File: config.mk
export PLATFORM = sky130hd
export DESIGN_NAME = display_scan_ctrl
export DESIGN_NICKNAME = d
export VERILOG_FILES = /design/src/rtl/display_scan_ctrl.sv
export SDC_FILE = /design/constraint.sdc
export NUM_CORES = 1
export LEC_CHECK = 0
export BUFFER_PORTS_ARGS = -buffer_cell sky130_fd_sc_hd__buf_2
export CORE_MARGIN = 2
export CORE_UTILIZATION = 41
export CTS_CLUSTER_SIZE = 24
export DETAILED_ROUTE_END_ITERATION = 8
export GPL_TIMING_DRIVEN = 0
export PLACE_DENSITY = 0.64
export SYNTH_ARGS = -nofsm -noshare
export SYNTH_HDL_FRONTEND = slang
export SYNTH_SLANG_ARGS = --single-unit
File: constraint.sdc
create_clock -name clk -period 3.75 [get_ports clk]
set_clock_uncertainty 0.15 [all_clocks]
set_input_delay 0.1875 -clock clk [delete_from_list [all_inputs] [get_ports clk]]
set_output_delay 0.1875 -clock clk [all_outputs]
set_load 0.05 [all_outputs]
File: src/rtl/display_scan_ctrl.sv
// display_scan_ctrl: time-multiplexed scan controller for DIGITS common-anode
// 7-segment digits that share one decoder. A frame-stable shadow copy of the
// value is shown one digit per slot, with a blanking gap at each slot start.
module display_scan_ctrl #(
    parameter int DIGITS = 4,
    parameter int DIV    = 50000,
    parameter int GAP    = 500
) (
    input  logic                  clk,
    input  logic                  rst,
    input  logic                  load,
    input  logic [4*DIGITS-1:0]   value,
    input  logic                  blank_lz,
    output logic [3:0]            sel,
    output logic [DIGITS-1:0]     an,
    output logic                  upd
);

    localparam int CNT_W   = (DIV > 1) ? $clog2(DIV) : 1;
    localparam int DIGIT_W = (DIGITS > 1) ? $clog2(DIGITS) : 1;

    logic [CNT_W-1:0]      cnt_reg;
    logic [DIGIT_W-1:0]    digit_reg;
    logic [4*DIGITS-1:0]   staging_reg;
    logic [4*DIGITS-1:0]   shadow_reg;
    logic                  pending_reg;
    logic                  upd_reg;

    logic                  slot_end;
    logic                  frame_end;
    logic                  on_phase;
    logic [3:0]            nib [DIGITS];
    logic [DIGITS-1:0]     nib_zero;
    logic [DIGITS-1:0]     lead_blank;

    assign slot_end  = (cnt_reg == CNT_W'(DIV - 1));
    assign frame_end = slot_end && (digit_reg == DIGIT_W'(DIGITS - 1));
    assign on_phase  = (cnt_reg >= CNT_W'(GAP));

    genvar gi;
    generate
        for (gi = 0; gi < DIGITS; gi++) begin : g_digit
            assign nib[gi]      = shadow_reg[gi*4 +: 4];
            assign nib_zero[gi] = (shadow_reg[gi*4 +: 4] == 4'b0000);
            // Only the selected digit's anode is pulled low, and only in ON phase.
            assign an[gi]       = ~(on_phase && (digit_reg == DIGIT_W'(gi)));
        end
    endgenerate

    // Leading-zero mask: digit k is blanked when it and every digit above it are zero.
    always_comb begin
        logic run_zero;
        run_zero   = 1'b1;
        lead_blank = '0;
        for (int k = DIGITS - 1; k >= 0; k--) begin
            run_zero = run_zero & nib_zero[k];
            if (k != 0) begin
                lead_blank[k] = blank_lz & run_zero;
            end
        end
    end

    // Decoder select: blank during the gap or for a suppressed leading zero.
    always_comb begin
        sel = 4'b1111;
        if (on_phase && !lead_blank[digit_reg]) begin
            sel = nib[digit_reg];
        end
    end

    assign upd = upd_reg;

    // Slot counter and digit index; the digit advances when a slot finishes.
    always_ff @(posedge clk or posedge rst) begin
        if (rst) begin
            cnt_reg   <= '0;
            digit_reg <= '0;
        end else if (slot_end) begin
            cnt_reg <= '0;
            if (digit_reg == DIGIT_W'(DIGITS - 1)) begin
                digit_reg <= '0;
            end else begin
                digit_reg <= digit_reg + DIGIT_W'(1);
            end
        end else begin
            cnt_reg <= cnt_reg + CNT_W'(1);
        end
    end

    // Value capture: loads land in staging and are promoted to the shadow only at
    // a frame boundary; a load on the boundary cycle itself bypasses staging.
    always_ff @(posedge clk or posedge rst) begin
        if (rst) begin
            staging_reg <= '0;
            shadow_reg  <= '0;
            pending_reg <= 1'b0;
            upd_reg     <= 1'b0;
        end else if (frame_end) begin
            if (load) begin
                shadow_reg  <= value;
                staging_reg <= value;
                pending_reg <= 1'b0;
                upd_reg     <= 1'b1;
            end else if (pending_reg) begin
                shadow_reg  <= staging_reg;
                pending_reg <= 1'b0;
                upd_reg     <= 1'b1;
            end else begin
                upd_reg     <= 1'b0;
            end
        end else begin
            upd_reg <= 1'b0;
            if (load) begin
                staging_reg <= value;
                pending_reg <= 1'b1;
            end
        end
    end

endmodule
==> qor.yml, run 1 <==
status:
  status: "finished clean"
die:
  start_util_pct: 43.2
  die_h_um: 80.8
  die_area_um2: 6530
  rows: 27
  die_x_um: 80.8
  pin_count: 29
  placeableCoreArea_um2: 5610
final_layout:
  drive_gt1_share_pct: 31.8
  nets: 267
  num-fill-cells: 520
  syn_to_final_growth_pct: 21.6
  antenna_cells: 0
clock_network:
  clock_path_buffers: 2
  cts_sinks: 52
  clk_pin_slew_worst_paths_ns: 0.09
  clock_latency_ns: 0.30
  cts_root_buffer: "clkbuf_8"
  cts_tree: "yes"
  cts_htree_levels: 2
  post-cts-setup-buffers: 0
  cts_buffers: 5
placed_design:
  dp_slack_ns: 1.46
  io_buffers: 27
  gp_congestion: 0.850
  hpwlAfterDp_um: 3070
synth:
  synth_ff_type: "dfrtp_1"
  synth_edf_count: 0
  synthDistinctLibCells: 30
  yosysTopAreaCell: "dfrtp_1"
  ys_top_cells_by_area: "dfrtp_1 (54%), mux2_2 (11%), mux2_4 (5.6%)"
  ys_seq_elements: 52
  synth_area_um2: 2420
  syn-num-nets: 215
  syn_area_per_cell_um2: 12.8
  yosys_warnings: 0
  ys_async_sr_fraction_pct: 100
  netlist_instances: 189
  yosysTopAreaCellShare_pct: 53.8
  synth.yosys.seq_area_share_pct: 53.8
worst_setup_path:
  worstPathArrival_ns: 2.13
  start_kind: "register"
  startpoint: "cnt_reg[6]$_DFF_PP0_"
  crit_fanout: 7
  cp.depth: 4
  r2r.worst_path.cells: 8
  critical_path.top_delay_family: "compound AO/OA/AOI/OAI gates"
  worstPathRequired_ns: 3.41
  crit_chain: "nand3_1 -> o311ai_0 -> nand2_1 -> buf_2"
  slowest_delay_ns: 0.74
  critPathBufInv: 1
  r2r_start: "cnt_reg[0]$_DFF_PP0_"
  rr_endpoint: "shadow_reg[3]$_DFFE_PP0P_"
  r2r_setup_slack_ns: 1.44
  end_kind: "output pin"
  slowest_stage: "o311ai_0"
  worstSetupEndpoint: "an[2]"
  crit_type: "register to output pin"
detailed_routing:
  wl_per_cell_um: 14.1
  viasPerCell: 5.07
  num_vias: 1593
  final_antenna_net_count: 0
  firstDrtPassIters: 4
  wl_um: 4430
  drtIter0Drc: 56
  route.detailed.drc: 0
power:
  finalPower_mw: 1.02
  leakagePower_nw: 1.35
  p_per_area_nw_per_um2: 348
  ir_worst_vdd_mv: 0.157
timing:
  rsz0062_at_grt: "false"
  setup_tns_ns: 0
  fmax_ghz: 0.406
  hold_viol: 0
  worst_pin_slew_ns: 0.784
  fin_ws_ns: 1.29
  setup-violations-final: 0
  post-route-min-period_ns: 2.46
  min_period_over_period_pct: 65.7
  report.final.slew_viol_count: 0
  slew_headroom_pct: 47.1
grt:
  grt_max_degree: 44
  overflow: 0
  grt_pass1_vias: 1580
  grt_antenna_before_repair: 0
  grt_usage_pct: 15.4
  gr-usage-met3_pct: 3.67
  met2_usage_pct: 24.0
  grt_busiest_layer: "met2"
  met1_usage_pct: 21.2
  grt_pass1_wl_um: 7620
hold_path:
  worstHoldPathType: "primary input to async pin"
job:
  drv_cap: 0
report_power, final:
part,internal (mW),switching (mW),leakage (nW)
combinational,0.0368,0.0281,0.629
sequential,0.577,0.00387,0.671
clock,0.198,0.179,0.0552
synthesized netlist by cell type, drive strengths merged, types with 2 or more instances:
master / instances
nor3: 5
mux4: 4
nor2: 17
ha: 6
inv: 7
o21ai: 3
mux2: 32
xnor2: 7
nand4: 4
nand2: 14
nor4: 7
dfrtp: 52
xor2: 7
buf: 4
clkbuf: 3
and4b: 2
nand3: 6
tightest hold or removal path: cells and delay by family:
| kind | cells | cell delay [ns] |
|---|---|---|
| buf+inv | 3 | 0.83 |
stage by stage:
| step | utilization [%] | instance area (um2) | std cells | hold slack [ns] |
|---|---|---|---|---|
| final | 52.5 | 2940 | 314 | 0.184 |
| after global routing | 52.5 | 2940 | 314 | 0.213 |
| after CTS | 52.5 | 2940 | 314 | 0.188 |
| after detailed placement | 47.5 | 2670 | 289 | -0.0263 |
| after global placement | 47.2 | 2650 | 288 | 0.292 |
| after floorplan | - | 2420 | 189 | 0.202 |
routing by layer:
layer,up-vias,routed length (um),share of wire (%)
met5,-,0,0
met4,0,72,1.6
met3,7,141,3.2
met2,25,2040,46
met1,801,2180,49
li1,760,-,-
final cells by class:
class / instances / area, um2 / area share [%]
flip-flops and latches: 52 / 1300 / 44.2
multi-input cells: 123 / 1030 / 35.2
repair buffers: 45 / 325 / 11.1
well taps: 72 / 90.1 / 3.06
clock buffers: 6 / 72.6 / 2.47
plain buffers: 7 / 57.6 / 1.96
clock inverters: 2 / 35.0 / 1.19
inverters: 7 / 26.3 / 0.893
how the worst min path moves through the flow:
stage,slack (ns),cells past startpoint,to
final,0.18,3,cnt_reg[5]$_DFF_PP0_
after global routing,0.21,3,cnt_reg[11]$_DFF_PP0_
after CTS,0.19,3,cnt_reg[3]$_DFF_PP0_
after detailed placement,-0.03,2,cnt_reg[11]$_DFF_PP0_
after global placement,0.29,2,staging_reg[6]$_DFFE_PP0P_
after floorplan,0.20,1,staging_reg[11]$_DFFE_PP0P_
logic make-up (layout without fill, tap and decap cells):
kind of cell,after synthesis,count (layout),synth area share [%]
simple gates,60,60,12.7
flops,52,52,53.8
mux,36,36,20.0
xor+xnor,14,14,5.07
buf+inv,14,67,3.46
compound gates,7,7,1.91
fa+ha+maj,6,6,3.10
cells in the final DEF (no fill, tap or decap):
master         instances
clkinv_2               1
buf_12                 2
and3_1                 1
nor2b_1                1
nand2_1               14
nor2_1                17
and4bb_1               1
xor2_1                 7
dlygate4sd3_1         17
inv_1                  6
buf_1                  1
buf_2                 27
o311ai_0               1
nor4_1                 6
mux2_4                 9
and3b_1                1
mux2_2                23
nor3_1                 5
ha_1                   6
nand4_1                4
a21o_1                 1
inv_2                  1
xnor2_1                7
o21ai_0                3
or2_2                  1
clkbuf_1               4
buf_6                  2
nor4_2                 1
clkbuf_8               5
mux4_2                 4
bufinv_16              1
o311a_1                1
a21oi_1                1
dfrtp_1               52
nand3_1                6
and4b_1                2
what timing repair did:
action	CTS	global route
setup endpoints to repair	0	0
hold endpoints to repair	68	0
gates resized for setup	0	0
hold buffers	17	0
(Power assumes the default switching activity.)
==> inputs of run 2 (changes only) <==
--- a/config.mk
+++ b/config.mk
@@ -11,7 +11,7 @@
 export CTS_CLUSTER_SIZE = 24
 export DETAILED_ROUTE_END_ITERATION = 8
 export GPL_TIMING_DRIVEN = 0
-export PLACE_DENSITY = 0.64
+export PLACE_DENSITY = 0.66
 export SYNTH_ARGS = -nofsm -noshare
 export SYNTH_HDL_FRONTEND = slang
 export SYNTH_SLANG_ARGS = --single-unit
==> constraint.sdc (replaced) <==
create_clock -name clk -period 2.1 [get_ports clk]
set_clock_uncertainty 0.15 [all_clocks]
set_input_delay 0.105 -clock clk [delete_from_list [all_inputs] [get_ports clk]]
set_output_delay 0.105 -clock clk [all_outputs]
set_load 0.05 [all_outputs]
==> qor.yml, run 2 (synthesis gave the netlist of run 1 again) <==
grt:
  grt_usage_pct: 15.8  # was 15.4%
  grt_max_degree: 41  # was 44
  grt_antenna_before_repair: 0  # unchanged
  grt_pass1_wl_um: 7890  # was 7620 um
  overflow: 0  # unchanged
  grt_pass1_vias: 1658  # was 1580
hold_path:
  worstHoldPathType: "primary input to async pin"  # unchanged
power:
  ir_worst_vdd_mv: 0.423  # was 0.157 mV
  leakagePower_nw: 1.45  # was 1.35 nW
  p_per_area_nw_per_um2: 555  # was 348 nW/um2
worst_setup_path:
  critical_path.top_delay_family: "simple AND/OR/NAND/NOR gates"  # was compound AO/OA/AOI/OAI gates
  end_kind: "register"  # was output pin
  slowest_stage: "dfrtp_2"  # was o311ai_0
  crit_chain: "nor4_4 -> and4b_1 -> buf_6 -> and3b_1 -> buf_6 -> clkbuf_16 -> mux2_4"  # was nand3_1 -> o311ai_0 -> nand2_1 -> buf_2
  r2r_setup_slack_ns: -0.03  # was 1.44 ns
  critPathBufInv: 3  # was 1
  worstPathArrival_ns: 2.16  # was 2.13 ns
  start_kind: "register"  # unchanged
  crit_fanout: 6  # was 7
  crit_path_frequent_cell: "buf_6"
  worstPathRequired_ns: 2.14  # was 3.41 ns
  crit_type: "register to register"  # was register to output pin
  slowest_delay_ns: 0.45  # was 0.74 ns
final_layout:
  multiInputGateArea_um2: 1120  # was 1030 um2
  design_area_um2: 3160  # was 2940 um2
  nets: 281  # was 267
  regArea_um2: 1310  # was 1300 um2
  antenna_cells: 0  # unchanged
  final_cell_mix: "dfrtp_1 (49), buf_2 (25), mux2_2 (18)"  # was dfrtp_1 (52), buf_2 (27), mux2_2 (23)
  num-fill-cells: 520  # unchanged
  syn_to_final_growth_pct: 30.8  # was 21.6%
  drive_gt1_share_pct: 40.4  # was 31.8%
  layout_commonest_cell: "dfrtp_1"  # unchanged
  finish.utilization_pct: 56.4  # was 52.5%
detailed_routing:
  viasPerCell: 5.03  # was 5.07
  route.detailed.drc: 0  # unchanged
  num_vias: 1646  # was 1593
  wl_um: 4910  # was 4430 um
  drtIter0Drc: 72  # was 56
  final_antenna_net_count: 0  # unchanged
  wl_per_cell_um: 15.0  # was 14.1 um
  firstDrtPassIters: 4  # unchanged
clock_network:
  clock_path_buffers: 2  # unchanged
  clock_latency_ns: 0.30  # about the same
  cts_root_buffer: "clkbuf_8"  # unchanged
  cts_htree_levels: 2  # unchanged
  cts_tree: "yes"  # unchanged
  cts_sinks: 52  # unchanged
  clk_pin_slew_worst_paths_ns: 0.09  # about the same
  cts_buffers: 5  # unchanged
timing:
  fin_ws_ns: -0.0261  # was 1.29 ns
  fmax_ghz: 0.470
  worst_pin_slew_ns: 0.602  # was 0.784 ns
  hold_viol: 0  # unchanged
  rsz0062_at_grt: "true"  # was false
  setup-violations-final: 11  # was 0
  min_period_over_period_pct: 101
  post-route-min-period_ns: 2.13
  slew_headroom_pct: 59.9  # was 47.1%
  setup_tns_ns: -0.122  # was 0 ns
  fin_hold_ws_ns: 0.137  # was 0.184 ns
  report.final.slew_viol_count: 0  # unchanged
job:
  drv_cap: 0  # unchanged
die:
  die_x_um: 80.8  # unchanged
  die_area_um2: 6530  # unchanged
  die_h_um: 80.8  # unchanged
  rows: 27  # unchanged
  pin_count: 29  # unchanged
  start_util_pct: 43.2  # unchanged
  placeableCoreArea_um2: 5610  # unchanged
placed_design:
  hpwlAfterDp_um: 3080  # was 3070 um
  gp_congestion: 0.812  # was 0.850
  dpl-instance-area_um2: 2670  # unchanged
  io_buffers: 27  # unchanged
status:
  status: "finished, violations left"  # was finished clean
  violations: "setup timing"
==> run 2: metrics by stage <==
step | power (mW) | instances | setup WS [ns]
5_1_grt | 1.84 | 327 | -0.0925
2_1_floorplan | 1.11 | 189 | 0.0130
3_3_place_gp | 1.14 | 288 | -0.181
4_1_cts | 1.77 | 318 | -0.0251
6_report | 1.76 | 327 | -0.0261
3_5_place_dp | 1.15 | 289 | -0.210
==> run 2: area by class of cell <==
class                           instances  share of cell area (%)
Sequential cell                        52                    41.2
Tap cell                               72                    2.85
Timing Repair Buffer                   59                    14.6
Inverter                                7                   0.830
Buffer                                  7                    1.94
Multi-Input combinational cell        123                    35.5
Clock buffer                            7                    3.04
==> run 2: repair_timing <==
item | in CTS | in global routing
buffers inserted | 5 | 8
setup endpoints to repair | 24 | 17
hold buffers | 17 | 0
hold endpoints to repair | 68 | 0
gates cloned | 0 | 1
pin swaps | 3 | 2
resized for setup | 9 | 18
==> run 2: path summary, 6_finish.rpt <==
| check | endpoint | cells past startpoint | from |
|---|---|---|---|
| max reg2reg | shadow_reg[7]$_DFFE_PP0P_ | 7 | cnt_reg[10]$_DFF_PP0_ |
| min reg2reg | staging_reg[10]$_DFFE_PP0P_ | 1 | staging_reg[10]$_DFFE_PP0P_ |
| min | cnt_reg[11]$_DFF_PP0_ | 3 | rst |
| max in group asynchronous | digit_reg[1]$_DFFE_PP0N_ | 4 | rst |
| max | shadow_reg[7]$_DFFE_PP0P_ | 7 | cnt_reg[10]$_DFF_PP0_ |
| min in group clk | pending_reg$_DFFE_PP0P_ | 3 | load |
==> run 2: power breakdown <==
part / switching [mW] / internal [mW] / total [mW]
combinational: 0.0513 / 0.0660 / 0.117
clock: 0.309 / 0.294 / 0.603
sequential: 0.00667 / 1.03 / 1.04
total: 0.367 / 1.39 / 1.76
==> run 2: worst reg2reg max path, cell delays in order, from the launching register on <==
cell       delay (ns)
dfrtp_2          0.45
nor4_4           0.29
and4b_1          0.25
buf_6            0.11
and3b_1          0.17
buf_6            0.15
clkbuf_16        0.15
mux2_4           0.29
==> run 2: metal layers <==
metal  vias up  track usage, %  wire length [um]
li1        790               -                 -
met1       824            22.7              2380
met2        27            24.2              2330
met3         5            2.67               139
met4         0            5.59                63
met5         -               0                 0
